<file path="config.mk">
export PLATFORM = sky130hd
export DESIGN_NAME = comp_vacc_rd_sched
export DESIGN_NICKNAME = d
export VERILOG_FILES = /design/src/rtl/comp_vacc_rd_sched_pkg.sv /design/src/rtl/comp_vacc_rd_sched_pair_gen.sv /design/src/rtl/comp_vacc_rd_sched.sv
export SDC_FILE = /design/constraint.sdc
export NUM_CORES = 1
export LEC_CHECK = 0
export CAP_MARGIN = 0
export CORE_MARGIN = 2
export CORE_UTILIZATION = 40
export DETAILED_ROUTE_END_ITERATION = 7
export MAX_ROUTING_LAYER = met4
export PLACE_DENSITY = 0.61
export SLEW_MARGIN = 30
export SYNTH_ARGS = -nofsm -noshare
export SYNTH_HDL_FRONTEND = slang
export SYNTH_HIERARCHICAL = 1
export SYNTH_SLANG_ARGS = --single-unit
</file>
<file path="constraint.sdc">
create_clock -name clk -period 2.5 [get_ports clk]
set_input_delay 0.25 -clock clk [delete_from_list [all_inputs] [get_ports clk]]
set_output_delay 0.25 -clock clk [all_outputs]
set_load 0.03 [all_outputs]
</file>
<file path="src/rtl/comp_vacc_rd_sched_pkg.sv">
// Shared definitions for the comp_vacc readout scheduler.
//
// Contents:
//   sel_width()        antenna-select width. It is never less than 1, so a
//                      single-antenna build still has real ports.
//   num_pairs()        number of antenna pairs walked per frame.
//   START_DLY          cycles from the window wrap to the first read address.
//   RD_LAT             read latency of comp_vacc: BRAM read 1 + output register 1.
//   AUTOS_EN           1 when COMP_VACC_RD_SCHED_AUTOS_EN is defined.
//                      Autocorrelations (a==b) are then read as well.
//   sched_state_e      scheduler FSM states.
//
// Configuration macro: COMP_VACC_RD_SCHED_AUTOS_EN
//   Defined   : pairs with b >= a are read (autocorrelations included).
//   Undefined : pairs with b >  a are read (cross products only).
package comp_vacc_rd_sched_pkg;

    localparam int START_DLY = 4;
    localparam int RD_LAT    = 2;

`ifdef COMP_VACC_RD_SCHED_AUTOS_EN
    localparam bit AUTOS_EN = 1'b1;
`else
    localparam bit AUTOS_EN = 1'b0;
`endif

    typedef enum logic [1:0] {
        ST_IDLE,
        ST_FILL,
        ST_WAIT,
        ST_READ
    } sched_state_e;

    function automatic int sel_width(input int n);
        int r;
        r = 0;
        while ((1 << r) < n) begin
            r = r + 1;
        end
        return (r < 1) ? 1 : r;
    endfunction

    function automatic int num_pairs(input int n, input bit autos);
        return autos ? (n * (n + 1)) / 2 : (n * (n - 1)) / 2;
    endfunction

endpackage

</file>
<file path="src/rtl/comp_vacc_rd_sched_pair_gen.sv">
// Triangular antenna-pair walker.
//
// A start pulse loads the first pair, and busy goes high on the following
// cycle. One pair is presented per cycle, in this order:
//   a = 0 .. N-1
//   b = a .. N-1      when AUTOS = 1
//   b = a+1 .. N-1    when AUTOS = 0
// The walker stops by itself after the last pair. The a/b registers then
// hold their final value. They drive comp_vacc ant_sel directly.
//
// Ports:
//   clk, rst        clock and synchronous active-high reset
//   start           begin a new walk (ignored while abort is high)
//   abort           stop walking immediately
//   busy            the current ant_a/ant_b value is a pair to be read
//   first           busy and this is the first pair of the walk
//   last            busy and this is the last pair of the walk
//   ant_a, ant_b    current pair
module comp_vacc_rd_sched_pair_gen #(
    parameter int N     = 32,
    parameter int VLB   = 5,
    parameter bit AUTOS = 1'b1
) (
    input  logic           clk,
    input  logic           rst,
    input  logic           start,
    input  logic           abort,
    output logic           busy,
    output logic           first,
    output logic           last,
    output logic [VLB-1:0] ant_a,
    output logic [VLB-1:0] ant_b
);

    localparam int LAST_A_I = AUTOS ? N - 1 : ((N > 1) ? N - 2 : 0);
    localparam logic [VLB-1:0] LAST_A = VLB'(LAST_A_I);
    localparam logic [VLB-1:0] LAST_B = VLB'(N - 1);
    // The first b of each row sits this far past a.
    localparam logic [VLB-1:0] B_OFF  = VLB'(AUTOS ? 0 : 1);

    logic           busy_reg;
    logic           first_reg;
    logic [VLB-1:0] a_reg;
    logic [VLB-1:0] b_reg;

    assign busy  = busy_reg;
    assign first = busy_reg & first_reg;
    assign last  = busy_reg && (a_reg == LAST_A) && (b_reg == LAST_B);
    assign ant_a = a_reg;
    assign ant_b = b_reg;

    always_ff @(posedge clk) begin
        if (rst) begin
            busy_reg  <= 1'b0;
            first_reg <= 1'b0;
            a_reg     <= '0;
            b_reg     <= '0;
        end else if (abort) begin
            busy_reg  <= 1'b0;
            first_reg <= 1'b0;
        end else if (start) begin
            busy_reg  <= 1'b1;
            first_reg <= 1'b1;
            a_reg     <= '0;
            b_reg     <= B_OFF;
        end else if (busy_reg) begin
            first_reg <= 1'b0;
            if (last) begin
                busy_reg <= 1'b0;
            end else if (b_reg == LAST_B) begin
                a_reg <= a_reg + VLB'(1);
                b_reg <= a_reg + VLB'(1) + B_OFF;
            end else begin
                b_reg <= b_reg + VLB'(1);
            end
        end
    end

endmodule

</file>
<file path="src/rtl/comp_vacc_rd_sched.sv">
// Readout sequencer for one comp_vacc double-buffered accumulator.
//
// What it does:
//   - Issues the comp_vacc sync.
//   - Keeps a local copy of the comp_vacc write window and active buffer.
//   - After every buffer swap, walks all antenna pairs over the completed
//     buffer.
//   - Emits pair-tagged strobes. These line up with comp_vacc dout_a/dout_b.
//
// Ports:
//   clk, rst            clock and synchronous active-high reset
//   sync_in             upstream sync pulse; restarts accumulation
//   vacc_sync           to comp_vacc sync. This is sync_in delayed one cycle,
//                       and it is held high during reset.
//   ant_sel_a/_b        to comp_vacc ant_sel_a/_b. The last value is held
//                       outside readout.
//   buf_sel             to comp_vacc buf_sel; the buffer being read
//   pair_vld            comp_vacc dout_a/dout_b are valid this cycle
//   pair_a/pair_b       antenna pair of the current valid output
//   frame_first/_last   first / last pair of the frame (only with pair_vld)
//   frame_cnt           frames fully published since reset (wraps)
//   abort_err           sticky; a readout was cut short by a sync
//
// Configuration macro: COMP_VACC_RD_SCHED_AUTOS_EN (see the package).
module comp_vacc_rd_sched
    import comp_vacc_rd_sched_pkg::*;
#(
    parameter int ACC_LEN_BITS   = 8,
    parameter int VECTOR_LENGTH  = 32,
    parameter int FRAME_CNT_BITS = 16,
    localparam int VLB = sel_width(VECTOR_LENGTH)
) (
    input  logic                      clk,
    input  logic                      rst,
    input  logic                      sync_in,
    output logic                      vacc_sync,
    output logic [VLB-1:0]            ant_sel_a,
    output logic [VLB-1:0]            ant_sel_b,
    output logic                      buf_sel,
    output logic                      pair_vld,
    output logic [VLB-1:0]            pair_a,
    output logic [VLB-1:0]            pair_b,
    output logic                      frame_first,
    output logic                      frame_last,
    output logic [FRAME_CNT_BITS-1:0] frame_cnt,
    output logic                      abort_err
);

    localparam int WIN_BITS = ACC_LEN_BITS + VLB;
    localparam int W        = (1 << ACC_LEN_BITS) * VECTOR_LENGTH;
    localparam int P        = num_pairs(VECTOR_LENGTH, AUTOS_EN);
    localparam logic [WIN_BITS-1:0] WIN_LAST = WIN_BITS'(W - 1);
    // The walker start is issued one cycle before the first address is
    // wanted. With START_DLY = 4, the first address then appears four cycles
    // after the wrap cycle.
    localparam logic [2:0] DLY_LAST = 3'(START_DLY - 2);

    // A readout must finish before the next wrap. Otherwise it would read
    // a buffer that is already being overwritten.
    if (START_DLY + P > W) begin : g_len_check
        $error("comp_vacc_rd_sched: START_DLY + pairs exceeds accumulation window");
    end

    // ------------------------------------------------------------------
    // Write-window mirror of comp_vacc: comp_ctr and active_ram
    // ------------------------------------------------------------------
    logic                vacc_sync_reg;
    logic [WIN_BITS-1:0] win_ctr_reg;
    logic                wr_buf_reg;
    logic                done_buf_reg;
    logic                wrap;

    assign wrap = !vacc_sync_reg && (win_ctr_reg == WIN_LAST);

    always_ff @(posedge clk) begin
        if (rst) begin
            vacc_sync_reg <= 1'b1;
            win_ctr_reg   <= '0;
            wr_buf_reg    <= 1'b0;
            done_buf_reg  <= 1'b0;
        end else begin
            vacc_sync_reg <= sync_in;
            if (vacc_sync_reg) begin
                win_ctr_reg <= '0;
                wr_buf_reg  <= 1'b0;
            end else if (wrap) begin
                win_ctr_reg  <= '0;
                wr_buf_reg   <= ~wr_buf_reg;
                done_buf_reg <= wr_buf_reg;
            end else begin
                win_ctr_reg <= win_ctr_reg + WIN_BITS'(1);
            end
        end
    end

    // ------------------------------------------------------------------
    // Pair walker
    // ------------------------------------------------------------------
    logic           pg_start;
    logic           pg_abort;
    logic           pg_busy;
    logic           pg_first;
    logic           pg_last;
    logic [VLB-1:0] pg_a;
    logic [VLB-1:0] pg_b;

    comp_vacc_rd_sched_pair_gen #(
        .N     (VECTOR_LENGTH),
        .VLB   (VLB),
        .AUTOS (AUTOS_EN)
    ) u_pair_gen (
        .clk   (clk),
        .rst   (rst),
        .start (pg_start),
        .abort (pg_abort),
        .busy  (pg_busy),
        .first (pg_first),
        .last  (pg_last),
        .ant_a (pg_a),
        .ant_b (pg_b)
    );

    // ------------------------------------------------------------------
    // Scheduler FSM
    // ------------------------------------------------------------------
    sched_state_e              state_reg;
    sched_state_e              state_next;
    logic [2:0]                dly_ctr_reg;
    logic                      abort_err_reg;
    logic [FRAME_CNT_BITS-1:0] frame_cnt_reg;
    // Set for a frame that has no pairs. This happens only for a
    // cross-only build with one antenna.
    logic                      empty_frame;

    always_comb begin
        state_next  = state_reg;
        pg_start    = 1'b0;
        pg_abort    = 1'b0;
        empty_frame = 1'b0;
        case (state_reg)
            ST_IDLE: begin
                if (vacc_sync_reg) begin
                    state_next = ST_FILL;
                end
            end
            ST_FILL: begin
                if (wrap) begin
                    state_next = ST_WAIT;
                end
            end
            ST_WAIT: begin
                if (vacc_sync_reg) begin
                    pg_abort   = 1'b1;
                    state_next = ST_FILL;
                end else if (dly_ctr_reg == DLY_LAST) begin
                    if (P == 0) begin
                        empty_frame = 1'b1;
                        state_next  = ST_FILL;
                    end else begin
                        pg_start   = 1'b1;
                        state_next = ST_READ;
                    end
                end
            end
            ST_READ: begin
                if (vacc_sync_reg) begin
                    pg_abort   = 1'b1;
                    state_next = ST_FILL;
                end else if (pg_last) begin
                    state_next = ST_FILL;
                end
            end
            default: begin
                state_next = ST_IDLE;
            end
        endcase
    end

    always_ff @(posedge clk) begin
        if (rst) begin
            state_reg     <= ST_IDLE;
            dly_ctr_reg   <= '0;
            abort_err_reg <= 1'b0;
            frame_cnt_reg <= '0;
        end else begin
            state_reg   <= state_next;
            dly_ctr_reg <= (state_reg == ST_WAIT) ? dly_ctr_reg + 3'd1 : 3'd0;
            if (pg_abort) begin
                abort_err_reg <= 1'b1;
            end
            if ((pair_vld && frame_last) || empty_frame) begin
                frame_cnt_reg <= frame_cnt_reg + FRAME_CNT_BITS'(1);
            end
        end
    end

    // ------------------------------------------------------------------
    // Output alignment: delay the address-side strobes by RD_LAT
    // ------------------------------------------------------------------
    // An abort masks the address-side strobe in the same cycle. Strobes
    // already in flight still emerge. The last pair of an aborted frame is
    // never issued, so frame_last cannot appear for that frame.
    logic addr_vld;
    assign addr_vld = pg_busy & ~pg_abort;

    logic           vld_pipe   [RD_LAT];
    logic           first_pipe [RD_LAT];
    logic           last_pipe  [RD_LAT];
    logic [VLB-1:0] a_pipe     [RD_LAT];
    logic [VLB-1:0] b_pipe     [RD_LAT];

    for (genvar gi = 0; gi < RD_LAT; gi++) begin : g_dly
        if (gi == 0) begin : g_head
            always_ff @(posedge clk) begin
                if (rst) begin
                    vld_pipe[gi]   <= 1'b0;
                    first_pipe[gi] <= 1'b0;
                    last_pipe[gi]  <= 1'b0;
                    a_pipe[gi]     <= '0;
                    b_pipe[gi]     <= '0;
                end else begin
                    vld_pipe[gi]   <= addr_vld;
                    first_pipe[gi] <= addr_vld & pg_first;
                    last_pipe[gi]  <= addr_vld & pg_last;
                    a_pipe[gi]     <= pg_a;
                    b_pipe[gi]     <= pg_b;
                end
            end
        end else begin : g_tail
            always_ff @(posedge clk) begin
                if (rst) begin
                    vld_pipe[gi]   <= 1'b0;
                    first_pipe[gi] <= 1'b0;
                    last_pipe[gi]  <= 1'b0;
                    a_pipe[gi]     <= '0;
                    b_pipe[gi]     <= '0;
                end else begin
                    vld_pipe[gi]   <= vld_pipe[gi-1];
                    first_pipe[gi] <= first_pipe[gi-1];
                    last_pipe[gi]  <= last_pipe[gi-1];
                    a_pipe[gi]     <= a_pipe[gi-1];
                    b_pipe[gi]     <= b_pipe[gi-1];
                end
            end
        end
    end

    assign vacc_sync   = vacc_sync_reg;
    assign ant_sel_a   = pg_a;
    assign ant_sel_b   = pg_b;
    assign buf_sel     = done_buf_reg;
    assign pair_vld    = vld_pipe[RD_LAT-1];
    assign pair_a      = a_pipe[RD_LAT-1];
    assign pair_b      = b_pipe[RD_LAT-1];
    assign frame_first = first_pipe[RD_LAT-1];
    assign frame_last  = last_pipe[RD_LAT-1];
    assign frame_cnt   = frame_cnt_reg;
    assign abort_err   = abort_err_reg;

endmodule
</file>
==> summary.md, run 1 <==
| Metric | Value |
|---|---|
| Number of flip-flops under the largest register name | `16` |
| Cell Area, Synth | `3209 um2` |
| Antenna violations before repair | `0` |
| Root Driver | `sky130_fd_sc_hd__clkbuf_8` |
| Clock-pin transition on the worst setup and hold timing paths | `80 ps` |
| Fillers | `777` |
| Fin crit share | `0.9226` |
| Placed Area | `3776 um2` |
| Clock Tree Buf Depth | `2` |
| RSZ-0062 raised after global routing | `false` |
| Final-stage net count | `405` |
| FF-to-FF Start | `u_pair_gen/ant_b[2]` |
| Kind of start point of the critical path | `register` |
| Count of cells along the worst hold path | `2` |
| # IOs | `45` |
| Area of the die | `8755 um2` |
| Residual DRC count | `0` |
| Syn Area/Cell | `9.523 um2` |
| Crit path required time | `2730 ps` |
| Final hold viol count | `0` |
| H-tree Lvls | `3` |
| Syn_nets | `351` |
| Crit end category | `register` |
| EDFF count, synth | `0` |
| Number of antenna-violating nets in the routed design | `0` |
| Clock buffers created by TritonCTS | `9` |
| Count of different cell masters after synthesis | `59` |
| CTS tree | `yes` |
| Sequential fraction of design power | `0.589` |
| Leading cell type in the layout, fill and taps excluded | `sky130_fd_sc_hd__dfxtp_1` |
| Count of non-filler cells in the finished layout | `497` |
| DIE HEIGHT | `93.57 um` |
| Total via count after detailed routing | `2470` |
| Switching portion of total power | `0.2329` |
| Met3 capacity usage during global routing | `0.03626` |
| Total power divided by cell area | `526.9 nW/um2` |
| First-pass DRT Iterations | `5` |
| Lkg Pwr | `1.476 nW` |
| WS Path Type | `register to register` |
| Sink Count | `76` |
| Worst slew margin relative to its limit | `0.6514` |
| Post-synthesis sequential area ratio | `0.4741` |
| Average wire per cell in the routed design | `12.30 um` |
| Vias in the first global route | `2265` |
| Total negative slack for setup checks | `0 ps` |
| Total GRT Usage | `0.1563` |
| Iteration-0 DRC Markers | `106` |
| Number of buffers inserted by hold repair at cts | `0` |
| Fraction of layout instances using a drive strength above 1 | `0.1114` |
| Floorplan die width | `93.57 um` |
| Detailed-placement wirelength estimate | `4248 um` |
| Wire length of the first global-routing pass | `10450 um` |
| Clock latency of the later-clocked register in the worst-skew pair | `350 ps` |
| Commonest non-fill, non-tap cells in the layout | `sky130_fd_sc_hd__dfxtp_1 (76), sky130_fd_sc_hd__clkdlybuf4s50_1 (43), sky130_fd_sc_hd__nor2_1 (41)` |
| Most used DFF post-synth | `sky130_fd_sc_hd__dfxtp_1` |
| Final critical delay including setup and external delays | `2306 ps` |
| Worst hold path type | `primary input to register` |
| Number of cells after detailed placement | `482` |
| Total number of yosys warnings | `6` |
| Proportion of register bits with asynchronous set or reset after synthesis | `0` |
| Maximum fanout encountered on the critical timing path | `10` |
| Peak-usage layer in the global routing report | `met2` |
| Gr ovfl total | `0` |
| Clk_skew | `12.18 ps` |
| Critical Path Source | `u_pair_gen/ant_b[2]` |
| Number of instances resized during post-cts repair | `0` |
| Initial cell density of the core | `0.4132` |
| Max IR drop VDD | `0.0002906 V` |
| Gate Count Post-Synth | `337` |
| Outcome | `finished, final reports clean` |
| Routability cong. | `0.8232` |
| Clock power share | `0.379` |
| Critical Path AT | `2540 ps` |
| Via-per-instance ratio | `4.970` |
| Slew at the pin closest to its max-slew limit | `521.9 ps` |
| Combinational share of power | `0.032` |
| Internal power | `1.590 mW` |
| Area of the core region | `7767 um2` |
| Worst-case hold slack | `264.6 ps` |
| Diodes inserted | `0` |
| Met2 track utilization from global routing | `0.2230` |
| NetSw | `0.4827 mW` |
| Final setup violation count | `0` |
| Post-route standard cell area excluding fillers | `3934 um2` |
| Worst Min Path Start | `rst` |
| Row Count | `32` |
| Depth of the most critical reg-to-reg path | `9` |
| Met1 track demand over resource in global routing | `0.2074` |
| Wire length after detailed routing | `6115 um` |
| Number of register bits inferred by synthesis | `76` |
| Max frequency | `0.4336 GHz` |
| Maxcap violations | `0` |
| Area Growth Syn to Fin | `22.57%` |
| Final Slew Violations | `0` |
| Number of buffers added for setup after CTS | `0` |
| Number of buffers added on ports | `44` |
| Maximum number of pins on one net before global-route repair | `26` |
-- final timing paths --
| check | endpoint | slack (ps) |
|---|---|---|
| worst max register to register | u_pair_gen/ant_b[4] | 190 |
| worst max-delay path | u_pair_gen/ant_b[4] | 190 |
| worst min register to register | win_ctr_reg[0] | 440 |
| worst min-delay path | a_pipe[0][3] | 260 |
-- layer usage --
layer	wire, um	vias up
li1	-	1259
met1	3073	1146
met2	2635	56
met4	146	0
met5	0	-
met3	258	9
-- power groups by stage --
stage / Sequential, mW / Combinational [mW] / Clock (mW)
floorplan: 1.25 / 0.0432 / 0
global placement: 1.25 / 0.0660 / 0
detailed placement: 1.25 / 0.0675 / 0
CTS: 1.22 / 0.0676 / 0.826
global route: 1.22 / 0.0752 / 0.879
finish: 1.22 / 0.0663 / 0.786
-- Yosys cell counts, types with 2 or more instances --
master / n / area (um2)
sky130_fd_sc_hd__nand4_2: 3 / 37.54
sky130_fd_sc_hd__nand2b_1: 5 / 31.28
sky130_fd_sc_hd__nor2b_1: 26 / 162.7
sky130_fd_sc_hd__or2_2: 2 / 12.51
sky130_fd_sc_hd__a21oi_2: 2 / 17.52
sky130_fd_sc_hd__nor3_1: 6 / 30.03
sky130_fd_sc_hd__nand2_1: 18 / 67.56
sky130_fd_sc_hd__o31ai_1: 2 / 15.01
sky130_fd_sc_hd__a2111oi_0: 2 / 17.52
sky130_fd_sc_hd__o21ai_0: 6 / 30.03
sky130_fd_sc_hd__ha_1: 11 / 137.6
sky130_fd_sc_hd__and3_2: 2 / 15.01
sky130_fd_sc_hd__inv_1: 11 / 41.29
sky130_fd_sc_hd__nor2_1: 41 / 153.9
sky130_fd_sc_hd__and3_1: 4 / 25.02
sky130_fd_sc_hd__xor2_1: 19 / 166.4
sky130_fd_sc_hd__a221oi_1: 2 / 17.52
sky130_fd_sc_hd__nand3_1: 17 / 85.08
sky130_fd_sc_hd__and2_1: 5 / 31.28
sky130_fd_sc_hd__or3_1: 4 / 25.02
sky130_fd_sc_hd__nor4_1: 3 / 18.77
sky130_fd_sc_hd__buf_1: 2 / 7.510
sky130_fd_sc_hd__nand4_1: 8 / 50.05
sky130_fd_sc_hd__clkbuf_1: 3 / 11.26
sky130_fd_sc_hd__a21o_2: 2 / 17.52
sky130_fd_sc_hd__xnor2_1: 8 / 70.07
sky130_fd_sc_hd__dfxtp_1: 76 / 1521
sky130_fd_sc_hd__a21oi_1: 11 / 55.05
sky130_fd_sc_hd__o211ai_1: 2 / 15.01
sky130_fd_sc_hd__o21a_1: 2 / 15.01
sky130_fd_sc_hd__mux2i_1: 3 / 30.03
sky130_fd_sc_hd__a211o_1: 2 / 17.52
-- critical path: stages, from the launching register on --
cell and delay, ps:
sky130_fd_sc_hd__dfxtp_1 510, sky130_fd_sc_hd__nand4_2 210, sky130_fd_sc_hd__nor2_2 190, sky130_fd_sc_hd__a21boi_0 120
sky130_fd_sc_hd__ha_1 240, sky130_fd_sc_hd__and3_2 250, sky130_fd_sc_hd__and3_1 160, sky130_fd_sc_hd__a32oi_1 200
sky130_fd_sc_hd__mux2i_1 230, sky130_fd_sc_hd__o31ai_1 70
-- cells by family after synthesis --
logic type	share of synthesized area
AOI/OAI and AO/OA	0.1021
adders and majority gates	0.04288
DFF	0.4741
muxes	0.01287
xor gates and xnor gates	0.07369
buffers and inverters	0.03041
and+or+nand+nor	0.2639
-- through the flow --
step	util	worst slack, ps	power (mW)
floorplan	-	167.1	1.296
global placement	0.4861	314.0	1.315
detailed placement	0.4861	270.6	1.316
CTS	0.5064	218.0	2.114
global route	0.5064	20.84	2.175
finish	0.5064	193.6	2.073
-- final cells by class --
class | count | area, um2 | area share
clock buffers | 10 | 127.6 | 0.03244
inverters | 11 | 41.29 | 0.01050
repair buffers | 52 | 495.5 | 0.1260
well taps | 102 | 127.6 | 0.03244
clock inverters | 5 | 30.03 | 0.007634
multi-input cells | 241 | 1590 | 0.4043
flip-flops and latches | 76 | 1521 | 0.3868
Note: power is estimated with default switching activity, not from simulation.
==> run 2: changes to the inputs <==
--- a/config.mk
+++ b/config.mk
@@ -6,6 +6,7 @@
 export NUM_CORES = 1
 export LEC_CHECK = 0
 export CAP_MARGIN = 0
+export CORE_ASPECT_RATIO = 0.6
 export CORE_MARGIN = 2
 export CORE_UTILIZATION = 40
 export DETAILED_ROUTE_END_ITERATION = 7
@@ -16,3 +17,4 @@
 export SYNTH_HDL_FRONTEND = slang
 export SYNTH_HIERARCHICAL = 1
 export SYNTH_SLANG_ARGS = --single-unit
+export TNS_END_PERCENT = 5
==> run 2 against run 1 <==
- global-route usage increased by 0.91 points
- combinational power decreased by 1%
- worst setup slack got worse by 5.9 ps
- flip-flop and latch count unchanged
- maximum frequency decreased by 0.26%
- cell area increased by 4.0%
- clock power increased by 69%
- cell count increased by 1.2%
- register-to-register slack about the same
- core utilization increased by 1.7 points
- via count decreased by 1.1%
==> summary.md, run 2 (synthesized netlist as in run 1, its figures left out) <==
| Metric | Value |
|---|---|
| WS Path Type | `register to register` |
| Worst hold path type | `primary input to register` |
| Fillers | `714 (-8.1%)` |
| Final setup violation count | `0 (unchanged)` |
| Area of the core region | `7820 um2 (+0.68%)` |
| Root Driver | `sky130_fd_sc_hd__clkbuf_16` |
| Clock latency of the later-clocked register in the worst-skew pair | `330 ps (-20 ps)` |
| Kind of start point of the critical path | `register` |
| Leading cell type in the layout, fill and taps excluded | `sky130_fd_sc_hd__dfxtp_1` |
| Sink Count | `76 (unchanged)` |
| H-tree Lvls | `3 (unchanged)` |
| Detailed-placement wirelength estimate | `4559 um (+7.3%)` |
| Maximum fanout encountered on the critical timing path | `9 (-1)` |
| Crit path required time | `2710 ps (-20 ps)` |
| Fraction of layout instances using a drive strength above 1 | `0.1139 (+0.002532)` |
| Antenna violations before repair | `0 (unchanged)` |
| Number of buffers added on ports | `44 (unchanged)` |
| Lkg Pwr | `1.550 nW (+5.0%)` |
| # IOs | `45 (unchanged)` |
| Gr ovfl total | `0 (unchanged)` |
| Vias in the first global route | `2218 (-2.1%)` |
| Final critical delay including setup and external delays | `2312 ps (+5.948 ps)` |
| Final Slew Violations | `0 (unchanged)` |
| Residual DRC count | `0 (unchanged)` |
| Maxcap violations | `0 (unchanged)` |
| Post-route standard cell area excluding fillers | `4091 um2 (+4.0%)` |
| Total negative slack for setup checks | `0 ps (unchanged)` |
| Clock-pin transition on the worst setup and hold timing paths | `50 ps (-30 ps)` |
| Average wire per cell in the routed design | `12.83 um (+4.3%)` |
| Diodes inserted | `0 (unchanged)` |
| Clock buffers created by TritonCTS | `9 (unchanged)` |
| Critical Path AT | `2520 ps (-20 ps)` |
| Area Growth Syn to Fin | `27.49%` |
| Floorplan die width | `119.6 um (+28%)` |
| Routability cong. | `0.8955 (+8.8%)` |
| Final critical-path setup slack | `187.6 ps (-5.948 ps)` |
| Number of buffers inserted by hold repair at cts | `0 (unchanged)` |
| Initial cell density of the core | `0.4104 (-0.002777)` |
| Commonest non-fill, non-tap cells in the layout | `sky130_fd_sc_hd__dfxtp_1 (75), sky130_fd_sc_hd__clkdlybuf4s50_1 (43), sky130_fd_sc_hd__nor2_1 (41)` |
| CTS tree | `yes` |
| Max IR drop VDD | `0.0004023 V (+38%)` |
| Clk_skew | `5.431 ps (-6.750 ps)` |
| Maximum number of pins on one net before global-route repair | `24 (-7.7%)` |
| Outcome | `finished, final reports clean` |
| DIE HEIGHT | `73.39 um (-22%)` |
| Number of instances resized during post-cts repair | `0 (unchanged)` |
| Number of buffers added for setup after CTS | `0 (unchanged)` |
| Number of flip-flops under the largest register name | `16 (unchanged)` |
| Pwr Total | `2.616 mW (+26%)` |
| Wire length of the first global-routing pass | `10780 um (+3.1%)` |
| RSZ-0062 raised after global routing | `false` |
| Iteration-0 DRC Markers | `89 (-16%)` |
| Crit end category | `register` |
| Via-per-instance ratio | `4.855 (-2.3%)` |
| Row Count | `25 (-22%)` |
| Placed Area | `3776 um2 (unchanged)` |
| Pre-CTS setup slack | `215.3 ps (-55.35 ps)` |
| Slew at the pin closest to its max-slew limit | `550.8 ps (+28.90 ps)` |
| Clock Tree Buf Depth | `2 (unchanged)` |
| Worst slew margin relative to its limit | `0.6321 (-0.01931)` |
| Number of antenna-violating nets in the routed design | `0 (unchanged)` |
| Final-stage net count | `404 (-0.25%)` |
| First-pass DRT Iterations | `4 (-1)` |
| Total power divided by cell area | `639.4 nW/um2 (+21%)` |
| Total via count after detailed routing | `2442 (-1.1%)` |
| Final hold viol count | `0 (unchanged)` |
| Fin crit share | `0.9250 (+0.002379)` |
| Max frequency | `0.4325 GHz (-0.26%)` |
| Total GRT Usage | `0.1654 (+0.009062)` |
| Wire length after detailed routing | `6455 um (+5.6%)` |
| Area of the die | `8780 um2 (+0.28%)` |
run 2: layer usage:
metal  routed length, um  part of all wire  global-route usage  up-vias
met5                   0                 0                   -        -
met4                 143             0.022             0.08627        0
met3                 291             0.045             0.04891       15
met2                2537              0.39              0.2222       58
met1                3483              0.54              0.2234     1110
li1                    -                 -                   -     1259
run 2: final timing paths:
path,startpoint,endpoint,slack [ps],cells past startpoint
hold / removal,rst,b_pipe[0][4],340,2
setup reg to reg,u_pair_gen/ant_b[3],u_pair_gen/ant_b[4],190,9
setup / recovery,u_pair_gen/ant_b[3],u_pair_gen/ant_b[4],190,9
hold reg to reg,a_pipe[0][4],a_pipe[1][4],430,1
run 2: report_power, final:
part	total [mW]	switching (mW)	internal [mW]
Combinational	0.0655	0.0415	0.0240
Sequential	1.22	0.00677	1.22
Clock	1.33	0.472	0.854
Total	2.62	0.520	2.10
run 2: worst max-delay path: stages (launching register included):
cell and delay [ps]:
sky130_fd_sc_hd__dfxtp_1 470, sky130_fd_sc_hd__nand4_2 190, sky130_fd_sc_hd__nor2_2 200, sky130_fd_sc_hd__a21boi_0 120
sky130_fd_sc_hd__ha_1 250, sky130_fd_sc_hd__and3_2 250, sky130_fd_sc_hd__and3_1 160, sky130_fd_sc_hd__a32oi_1 220
sky130_fd_sc_hd__mux2i_1 230, sky130_fd_sc_hd__o31ai_1 80
run 2: final cells by class:
class                           count  area (um2)  share of cell area
Clock inverter                      3       43.79             0.01070
Tap cell                          108       135.1             0.03303
Multi-Input combinational cell    241        1590              0.3887
Sequential cell                    76        1523              0.3722
Inverter                           11       41.29             0.01009
Clock buffer                       13       270.3             0.06606
Timing Repair Buffer               51       488.0              0.1193
run 2: stage by stage:
step | std cells | hold slack [ps] | util
final | 503 | 343.7 | 0.5232
after global routing | 503 | 355.9 | 0.5232
after CTS | 503 | 344.9 | 0.5230
after detailed placement | 487 | 422.0 | 0.4829
after global placement | 487 | 421.1 | 0.4829
after floorplan | 337 | 342.0 | -
